==> config.mk <==
export PLATFORM = sky130hd
export DESIGN_NAME = tt_um_seq_subtractor
export DESIGN_NICKNAME = d
export VERILOG_FILES = /design/src/rtl/tt_um_seq_subtractor.sv
export SDC_FILE = /design/constraint.sdc
export NUM_CORES = 1
export LEC_CHECK = 0
export CAP_MARGIN = 40
export CORE_UTILIZATION = 35
export CTS_BUF_LIST = sky130_fd_sc_hd__clkbuf_8
export DETAILED_ROUTE_END_ITERATION = 10
export GPL_TIMING_DRIVEN = 0
export PLACE_DENSITY = 0.62
export SLEW_MARGIN = 15
export SYNTH_ARGS = -nofsm -noshare
export SYNTH_HDL_FRONTEND = slang
export SYNTH_SLANG_ARGS = --single-unit
==> constraint.sdc <==
create_clock -name clk -period 1.7 [get_ports clk]
set_input_delay 0.255 -clock clk [delete_from_list [all_inputs] [get_ports clk]]
set_output_delay 0.255 -clock clk [all_outputs]
set_load 0.005 [all_outputs]
==> src/rtl/tt_um_seq_subtractor.sv <==
// Sequential unsigned subtractor (A - B mod 256), LSB-first, BITS_PER_CYCLE bits per clock.
// Latency N = 8/BITS_PER_CYCLE active cycles from the start edge; ena=0 freezes everything.
module tt_um_seq_subtractor #(
  parameter int BITS_PER_CYCLE = 1
) (
  input  logic       clk,
  input  logic       rst_n,
  input  logic       ena,
  input  logic [7:0] ui_in,
  input  logic [7:0] uio_in,
  output logic [7:0] uo_out,
  output logic [7:0] uio_out,
  output logic [7:0] uio_oe
);

  localparam int B = BITS_PER_CYCLE;
  localparam int N = 8 / BITS_PER_CYCLE;

  typedef enum logic [1:0] {S_IDLE, S_RUN, S_DONE} state_t;

  state_t     r_state;
  logic [7:0] r_a;
  logic [7:0] r_b;
  logic [7:0] r_sa;
  logic [7:0] r_sb;
  logic [7:0] r_acc;
  logic [7:0] r_result;
  logic [3:0] r_cnt;
  logic       r_chain;
  logic       r_borrow;
  logic       r_zero;
  logic       r_busy;
  logic       r_done;
  logic       r_start_q;

  logic       w_start_evt;
  logic [B:0] w_diff;
  logic [7+B:0] w_cat;
  logic [7:0] w_acc_next;
  logic       w_unused;

  assign w_start_evt = uio_in[2] & ~r_start_q;
  assign w_unused    = &{1'b0, uio_in[7:3]};

  // Chunk difference; the extra top bit of w_diff is the borrow out.
  // New chunks enter at the top of the accumulator and shift down, so after
  // N cycles the first chunk sits at bit 0.
  always_comb begin
    w_diff     = {1'b0, r_sa[B-1:0]} - {1'b0, r_sb[B-1:0]} - {{B{1'b0}}, r_chain};
    w_cat      = {w_diff[B-1:0], r_acc};
    w_acc_next = w_cat[7+B:B];
  end

  always_ff @(posedge clk or negedge rst_n) begin
    if (!rst_n) begin
      r_state   <= S_IDLE;
      r_a       <= 8'h00;
      r_b       <= 8'h00;
      r_sa      <= 8'h00;
      r_sb      <= 8'h00;
      r_acc     <= 8'h00;
      r_result  <= 8'h00;
      r_cnt     <= 4'd0;
      r_chain   <= 1'b0;
      r_borrow  <= 1'b0;
      r_zero    <= 1'b0;
      r_busy    <= 1'b0;
      r_done    <= 1'b0;
      r_start_q <= 1'b0;
    end else if (ena) begin
      r_start_q <= uio_in[2];
      case (r_state)
        S_IDLE, S_DONE: begin
          if (w_start_evt) begin
            r_sa    <= r_a;
            r_sb    <= r_b;
            r_chain <= 1'b0;
            r_cnt   <= 4'd0;
            r_acc   <= 8'h00;
            r_busy  <= 1'b1;
            r_done  <= 1'b0;
            r_state <= S_RUN;
          end else if (uio_in[0] | uio_in[1]) begin
            if (uio_in[0]) r_a <= ui_in;
            if (uio_in[1]) r_b <= ui_in;
            r_done  <= 1'b0;
            r_state <= S_IDLE;
          end
        end
        S_RUN: begin
          r_sa    <= r_sa >> B;
          r_sb    <= r_sb >> B;
          r_chain <= w_diff[B];
          r_acc   <= w_acc_next;
          r_cnt   <= r_cnt + 4'd1;
          if (r_cnt == 4'(N - 1)) begin
            r_state  <= S_DONE;
            r_busy   <= 1'b0;
            r_done   <= 1'b1;
            r_result <= w_acc_next;
            r_borrow <= w_diff[B];
            r_zero   <= (w_acc_next == 8'h00);
          end
        end
        default: r_state <= S_IDLE;
      endcase
    end
  end

  assign uo_out  = r_result;
  assign uio_out = {r_busy, r_done, r_borrow, r_zero, 4'b0000};
  assign uio_oe  = 8'hF0;

endmodule
==> flow_summary_export.csv, run 1 <==
group,metric,value,unit
layout,area.growth.synth_to_final,22.89,%
sta,fmax,0.6094,GHz
sta,post-route-period-util,0.9653,
power,pwr-share-seq,0.430,
global_route,gr-total-overflow,0,
critical_path,cp-startpoint,"r_state[1]$_DFFE_PN0P_",
synthesis,syn-cell-area,2716,um2
sta,whs,-0.01518,ns
synthesis,ys.flop_type,"dfrtp_1",
clock_tree,cts_tree,"done",
power,p_switching,0.001467,W
sta,rsz0062_at_grt,"no",
power,p_sw_frac,0.2774,
synthesis,yosysTopAreaCell,"dfrtp_1",
detailed_routing,drt_iter0_markers,71,
sta,final_hold_viol_count,7,
detailed_routing,routed_via_density,4.652,
die,ios,43,
power,powerDensity,1585,nW/um2
min_path,hold_class,"input port to async pin",
synthesis,synth_compound_area_frac,0.05712,
clock_tree,clk_pin_slew,0.07,ns
critical_path,cp_slowest_cell,"dfrtp_1",
clock_tree,clkLatencyLatePin,0.33,ns
synthesis,synth_area_per_cell,14.76,um2
detailed_routing,routedWlPerCell,13.53,um
sta,min_period,1.641,ns
synthesis,synth_cell_types,36,
critical_path,timing.rr.start,"r_state[1]$_DFFE_PN0P_",
global_route,grt_pass1_wl,7.872,mm
sta,skew,0.007838,ns
synthesis,synth_fa_ha_area_frac,0.01198,
synthesis,synth_top_area_frac,0.5435,
critical_path,required,1.92,ns
sta,worst_pin_slew,0.7472,ns
critical_path,rrSetupSlack,0.06,ns
power,leakagePower,1.610,nW
detailed_routing,vias,1563,
critical_path,critPathMaxFanout,10,
layout,stdcell_area,3338,um2
detailed_routing,routed_wl,4.547,mm
placed_design,port_buffers,25,
global_route,grt_start_max_net_pins,60,
die,die_area,8117,um2
synthesis,synth_mux_area_frac,0.2423,
clock_tree,cts_buffers,9,
synthesis,ys_ff_latch,59,
synthesis,seq_area_frac_synth,0.5435,
sta,setup_violations,0,
detailed_routing,antenna_left,0,
die,start_util,0.3686,
layout,layout_common_cells,"58 x dfrtp_1, 42 x mux2_2, 24 x clkdlybuf4s50_1",
global_route,grt_antenna_before_repair,0,
global_route,grt_pass1_vias,1580,
synthesis,synth_edf_count,0,
detailed_routing,detail_route.drc_violations,0,
global_route,grt_use_total,0.1265,
die,design.core.area,7370,um2
layout,final_cells,336,
outcome,violations,"negative hold slack",
synthesis,synthCells,184,
outcome,status,"complete, but fails checks",
clock_tree,cts_sinks,59,
critical_path,worstSetupEndpointType,"register",
layout,antenna_cells,0,
critical_path,start_kind,"register",
critical_path,max_stage_delay,0.45,ns
die,fp.dieH,90.10,um
placed_design,gp_congestion,0.6709,
critical_path,critPathKind,"register to register",
synthesis,yosys.area_share.xor_xnor,0,
synthesis,yosysWarningCount,0,
layout,fin_nets,253,
clock_tree,root_buffer,"clkbuf_8",
critical_path,cp_cell_sequence,"and3b_1 -> buf_6 -> nor2_8 -> buf_12 -> mux2_4",
power,vdd.ir_drop.worst,0.7988,mV
synthesis,synth.area.top_cells,"dfrtp_1 54%, mux2_2 17%, mux2_4 6.1%, buf_4 5.0%, a22o_1 3.2%",
clock_tree,cts_max_path_buffers,2,
placed_design,dpl_cell_area,3126,um2
sta,slew_violations,0,
clock_tree,cts_max_level,3,
layout,final_common_cell,"dfrtp_1",
power,p_int,0.003822,W
die,rows,31,
placed_design,dp_hpwl,2.966,mm
synthesis,synth_top_family_by_area,"multiplexers",
die,dieWidth,90.10,um
power,clkPwrFrac,0.234,
critical_path,cp.arrival,1.86,ns
synthesis,yosys.area_share.simple,0.06863,
synthesis,postSynth.asyncResetShare,1.000,
run,drv_cap,0,
placed_design,dp_cells,318,
sta,relSlewSlack,0.5019,
detailed_routing,first_pass_iters,4,
clock_tree,cts_hold_buffers,0,
layout,layout-drive-gt1-share,0.4219,
power,combPwrFrac,0.336,
[final timing paths]
kind / end / depth (start not counted)
worst min-delay path: r_acc[1]$_DFFE_PN0P_ / 1
worst min register to register: r_a[5]$_DFFE_PN0P_ / 1
worst max-delay path: r_sa[5]$_DFFE_PN0P_ / 5
max in group asynchronous: r_state[0]$_DFFE_PN0P_ / 1
worst max register to register: r_sa[5]$_DFFE_PN0P_ / 5
min in group clk: r_a[5]$_DFFE_PN0P_ / 1
[cells by family (layout without fill, tap and decap cells)]
group,count (synthesis),in the layout
other,2,12
buffers and inverters,24,67
DFF,59,59
adders and majority gates,2,2
and+or+nand+nor,24,24
muxes,55,55
AOI/OAI and AO/OA,18,18
[critical path: cells and delay by family (launching register included)]
kind	cells	cell delay, ns
buffers and inverters	2	0.33
muxes	1	0.30
DFF	1	0.45
and+or+nand+nor	2	0.45
[synth_stat cells, drive strengths merged (2+ instances only)]
cell type and n:
dfrtp 59, mux2 53, buf 22, a22o 10, nor2 6, nand3 3
a211o 2, a221o 2, and4b 2, conb 2, inv 2, mux2i 2
nand3b 2, nor2b 2
[metal layers]
layer | share of wire | GRT usage
met5 | 0 | 0
met4 | 0.011 | 0.05108
met3 | 0.041 | 0.04653
met2 | 0.48 | 0.1927
met1 | 0.47 | 0.1624
[stage by stage]
stage	hold WS, ns	setup slack, ns	utilization	power, W	TNS [ns]
5_1_grt	0.05208	0.002997	0.4530	0.005648	0
4_1_cts	0.008487	0.04330	0.4518	0.005363	0
3_5_place_dp	0.3713	-0.3837	0.4241	0.004093	-10.49
3_3_place_gp	0.4824	-1.551	0.4244	0.004028	-100.79
6_report	-0.01518	0.05902	0.4530	0.005289	0
2_1_floorplan	-0.04059	0.1970	-	0.003548	0
[repair_timing]
item / CTS / global route
buffers inserted: 1 / 1
setup endpoints to repair: 7 / 11
resized for setup: 1 / 1
pin swaps: 0 / 1
gates cloned: 0 / 0
[registers in the layout, summed over array words and instances, names as in the netlist, 2 cells and up]
register  flops
r_acc         7
r_sb          8
r_state       2
uo_out        8
r_b           8
r_sa          8
r_cnt         4
r_a           8
[layout make-up]
type | count | area [um2]
buffer | 22 | 192.7
clock buffer | 10 | 137.6
clock inverter | 6 | 56.30
fill | 692 | 4031
inverter | 2 | 7.507
multi-input combinational | 111 | 1080
sequential | 59 | 1478
tap | 99 | 123.9
timing repair buffer | 27 | 262.8
[power groups by stage]
stage / Combinational, W / Sequential (W) / Clock, W
global placement: 0.00175 / 0.00228 / 0
detailed placement: 0.00179 / 0.00230 / 0
floorplan: 0.00134 / 0.00221 / 0
global route: 0.00195 / 0.00235 / 0.00135
finish: 0.00178 / 0.00228 / 0.00124
CTS: 0.00181 / 0.00228 / 0.00127
Note: power is estimated with default switching activity, not from simulation.
==> run 2, diff against run 1 <==
--- a/config.mk
+++ b/config.mk
@@ -6,6 +6,7 @@
 export NUM_CORES = 1
 export LEC_CHECK = 0
 export CAP_MARGIN = 40
+export CORE_MARGIN = 2
 export CORE_UTILIZATION = 35
 export CTS_BUF_LIST = sky130_fd_sc_hd__clkbuf_8
 export DETAILED_ROUTE_END_ITERATION = 10
==> flow_summary_export.csv, run 2 (synthesized netlist as in run 1, its figures left out) <==
group,metric,value,unit
outcome,status,"complete, but fails checks",
outcome,violations,"negative hold slack",
power,clkPwrFrac,0.214,
critical_path,critPathMaxFanout,10,
layout,layout-drive-gt1-share,0.4093,
sta,fin_setup_tns,0,ns
detailed_routing,detail_route.drc_violations,0,
clock_tree,root_buffer,"clkbuf_8",
placed_design,dp_hpwl,2.889,mm
global_route,grt_antenna_before_repair,0,
clock_tree,cts_tree,"done",
min_path,hold_class,"input port to async pin",
global_route,grt_use_total,0.1192,
detailed_routing,m1WireLength,2.092,mm
layout,area.growth.synth_to_final,22.39,%
detailed_routing,routed_via_density,4.501,
detailed_routing,antenna_left,0,
layout,final_cells,339,
global_route,grt_pass1_vias,1579,
critical_path,cp_slowest_cell,"dfrtp_1",
layout,layout_common_cells,"59 x dfrtp_1, 42 x mux2_2, 24 x clkdlybuf4s50_1",
power,leakagePower,1.610,nW
detailed_routing,drt_iter0_markers,73,
sta,whs,-0.0002125,ns
detailed_routing,wl_met3,190,um
layout,stdcell_area,3324,um2
clock_tree,cts_sinks,59,
detailed_routing,routedWlPerCell,13.08,um
power,pwr-share-seq,0.440,
clock_tree,cts_hold_buffers,0,
sta,setup_violations,0,
die,ios,43,
power,total_power,0.005140,W
die,fp.dieH,92.10,um
critical_path,timing.rr.start,"r_cnt[0]$_DFFE_PN0P_",
critical_path,cp.arrival,1.84,ns
clock_tree,cts_max_level,3,
die,dieWidth,92.10,um
power,p_int,0.003703,W
layout,final_common_cell,"dfrtp_1",
detailed_routing,routed_wl,4.434,mm
sta,post-route-period-util,0.9583,
global_route,grt_start_max_net_pins,60,
power,p_switching,0.001437,W
power,combPwrFrac,0.346,
run,drv_cap,0,
sta,final_hold_viol_count,1,
detailed_routing,dr.max_layer_used,"met4",
detailed_routing,vias,1526,
sta,relSlewSlack,0.5033,
power,powerDensity,1546,nW/um2
critical_path,required,1.91,ns
critical_path,worstSetupEndpointType,"register",
critical_path,cp-startpoint,"r_cnt[0]$_DFFE_PN0P_",
sta,skew,0.004099,ns
detailed_routing,first_pass_iters,5,
detailed_routing,met2_length,2.127,mm
placed_design,gp_congestion,0.6705,
die,design.core.area,7607,um2
clock_tree,cts_buffers,9,
critical_path,max_stage_delay,0.38,ns
die,start_util,0.3571,
sta,slew_violations,0,
layout,fin_nets,253,
clock_tree,clk_pin_slew,0.06,ns
sta,fmax,0.6138,GHz
layout,antenna_cells,0,
critical_path,start_kind,"register",
sta,min_period,1.629,ns
die,die_area,8481,um2
power,vdd.ir_drop.worst,0.9040,mV
placed_design,dp_cells,321,
power,p_sw_frac,0.2795,
global_route,grt_pass1_wl,7.797,mm
critical_path,cp_cell_sequence,"ha_1 -> nand3b_1 -> nor2_4 -> buf_4 -> mux2_2",
global_route,gr-total-overflow,0,
sta,worst_pin_slew,0.7450,ns
clock_tree,clkLatencyLatePin,0.33,ns
placed_design,port_buffers,25,
clock_tree,cts_max_path_buffers,2,
critical_path,critPathKind,"register to register",
placed_design,dpl_cell_area,3129,um2
die,rows,32,
==> run 2: cell types whose count changed in the layout (fill, tap and decap cells not counted), sizes merged <==
cell	delta
clkbuf	+1
clkinvlp	-1
inv	+2
bufinv	-1
clkinv	-1
==> run 2: path summary, 6_finish.rpt <==
kind                       slack (ns)  depth (start not counted)                  end
min reg2reg                      0.50                          1   r_b[5]$_DFFE_PN0P_
min in group clk                 0.50                          1   r_b[5]$_DFFE_PN0P_
min                           -0.0002                          1  r_sb[1]$_DFFE_PN0P_
max in group asynchronous        1.22                          1  r_sa[0]$_DFFE_PN0P_
max reg2reg                      0.07                          5   r_zero$_DFFE_PN0P_
max                              0.07                          5   r_zero$_DFFE_PN0P_
==> run 2: repair_timing <==
item | in CTS | in global routing
resized for setup | 1 | 1
setup endpoints to repair | 7 | 10
buffers inserted | 0 | 2
pin swaps | 1 | 1
==> run 2: final cells by class <==
class	instances	area [um2]
fill	710	4283
buffer	22	192.7
clock buffer	11	151.4
multi-input combinational	111	1085
inverter	2	7.507
tap	102	127.6
timing repair buffer	27	262.8
sequential	59	1476
clock inverter	5	21.27
==> run 2: power by group through the flow <==
stage	sequential [W]	clock [W]	combinational [W]
after floorplan	0.00221	0	0.00134
after global placement	0.00228	0	0.00174
after detailed placement	0.00229	0	0.00179
after CTS	0.00227	0.00115	0.00180
after global routing	0.00235	0.00121	0.00195
final	0.00226	0.00110	0.00178
==> run 2: metal layers <==
layer	vias up	track usage
li1	737	-
met1	757	0.1514
met2	30	0.1887
met3	2	0.04273
met4	0	0.04104
met5	-	0
==> run 2: through the flow <==
stage | worst slack, ns | utilization
6_report | 0.07081 | 0.4370
5_1_grt | -0.03605 | 0.4370
4_1_cts | 0.0005060 | 0.4344
3_5_place_dp | -0.4133 | 0.4113
3_3_place_gp | -1.556 | 0.4117
2_1_floorplan | 0.1970 | -
==> run 2: worst max-delay path: cells and delay by family (launching register included) <==
kind	cells	cell delay [ns]
adders and majority gates	1	0.20
buffers and inverters	1	0.21
DFF	1	0.38
muxes	1	0.34
and+or+nand+nor	2	0.38
==> run 3, diff against run 2 <==
--- a/config.mk
+++ b/config.mk
@@ -6,7 +6,6 @@
 export NUM_CORES = 1
 export LEC_CHECK = 0
 export CAP_MARGIN = 40
-export CORE_MARGIN = 2
 export CORE_UTILIZATION = 35
 export CTS_BUF_LIST = sky130_fd_sc_hd__clkbuf_8
 export DETAILED_ROUTE_END_ITERATION = 10
==> results of run 3 <==
No change in the layout: final DEF, timing and power equal those of run 1.
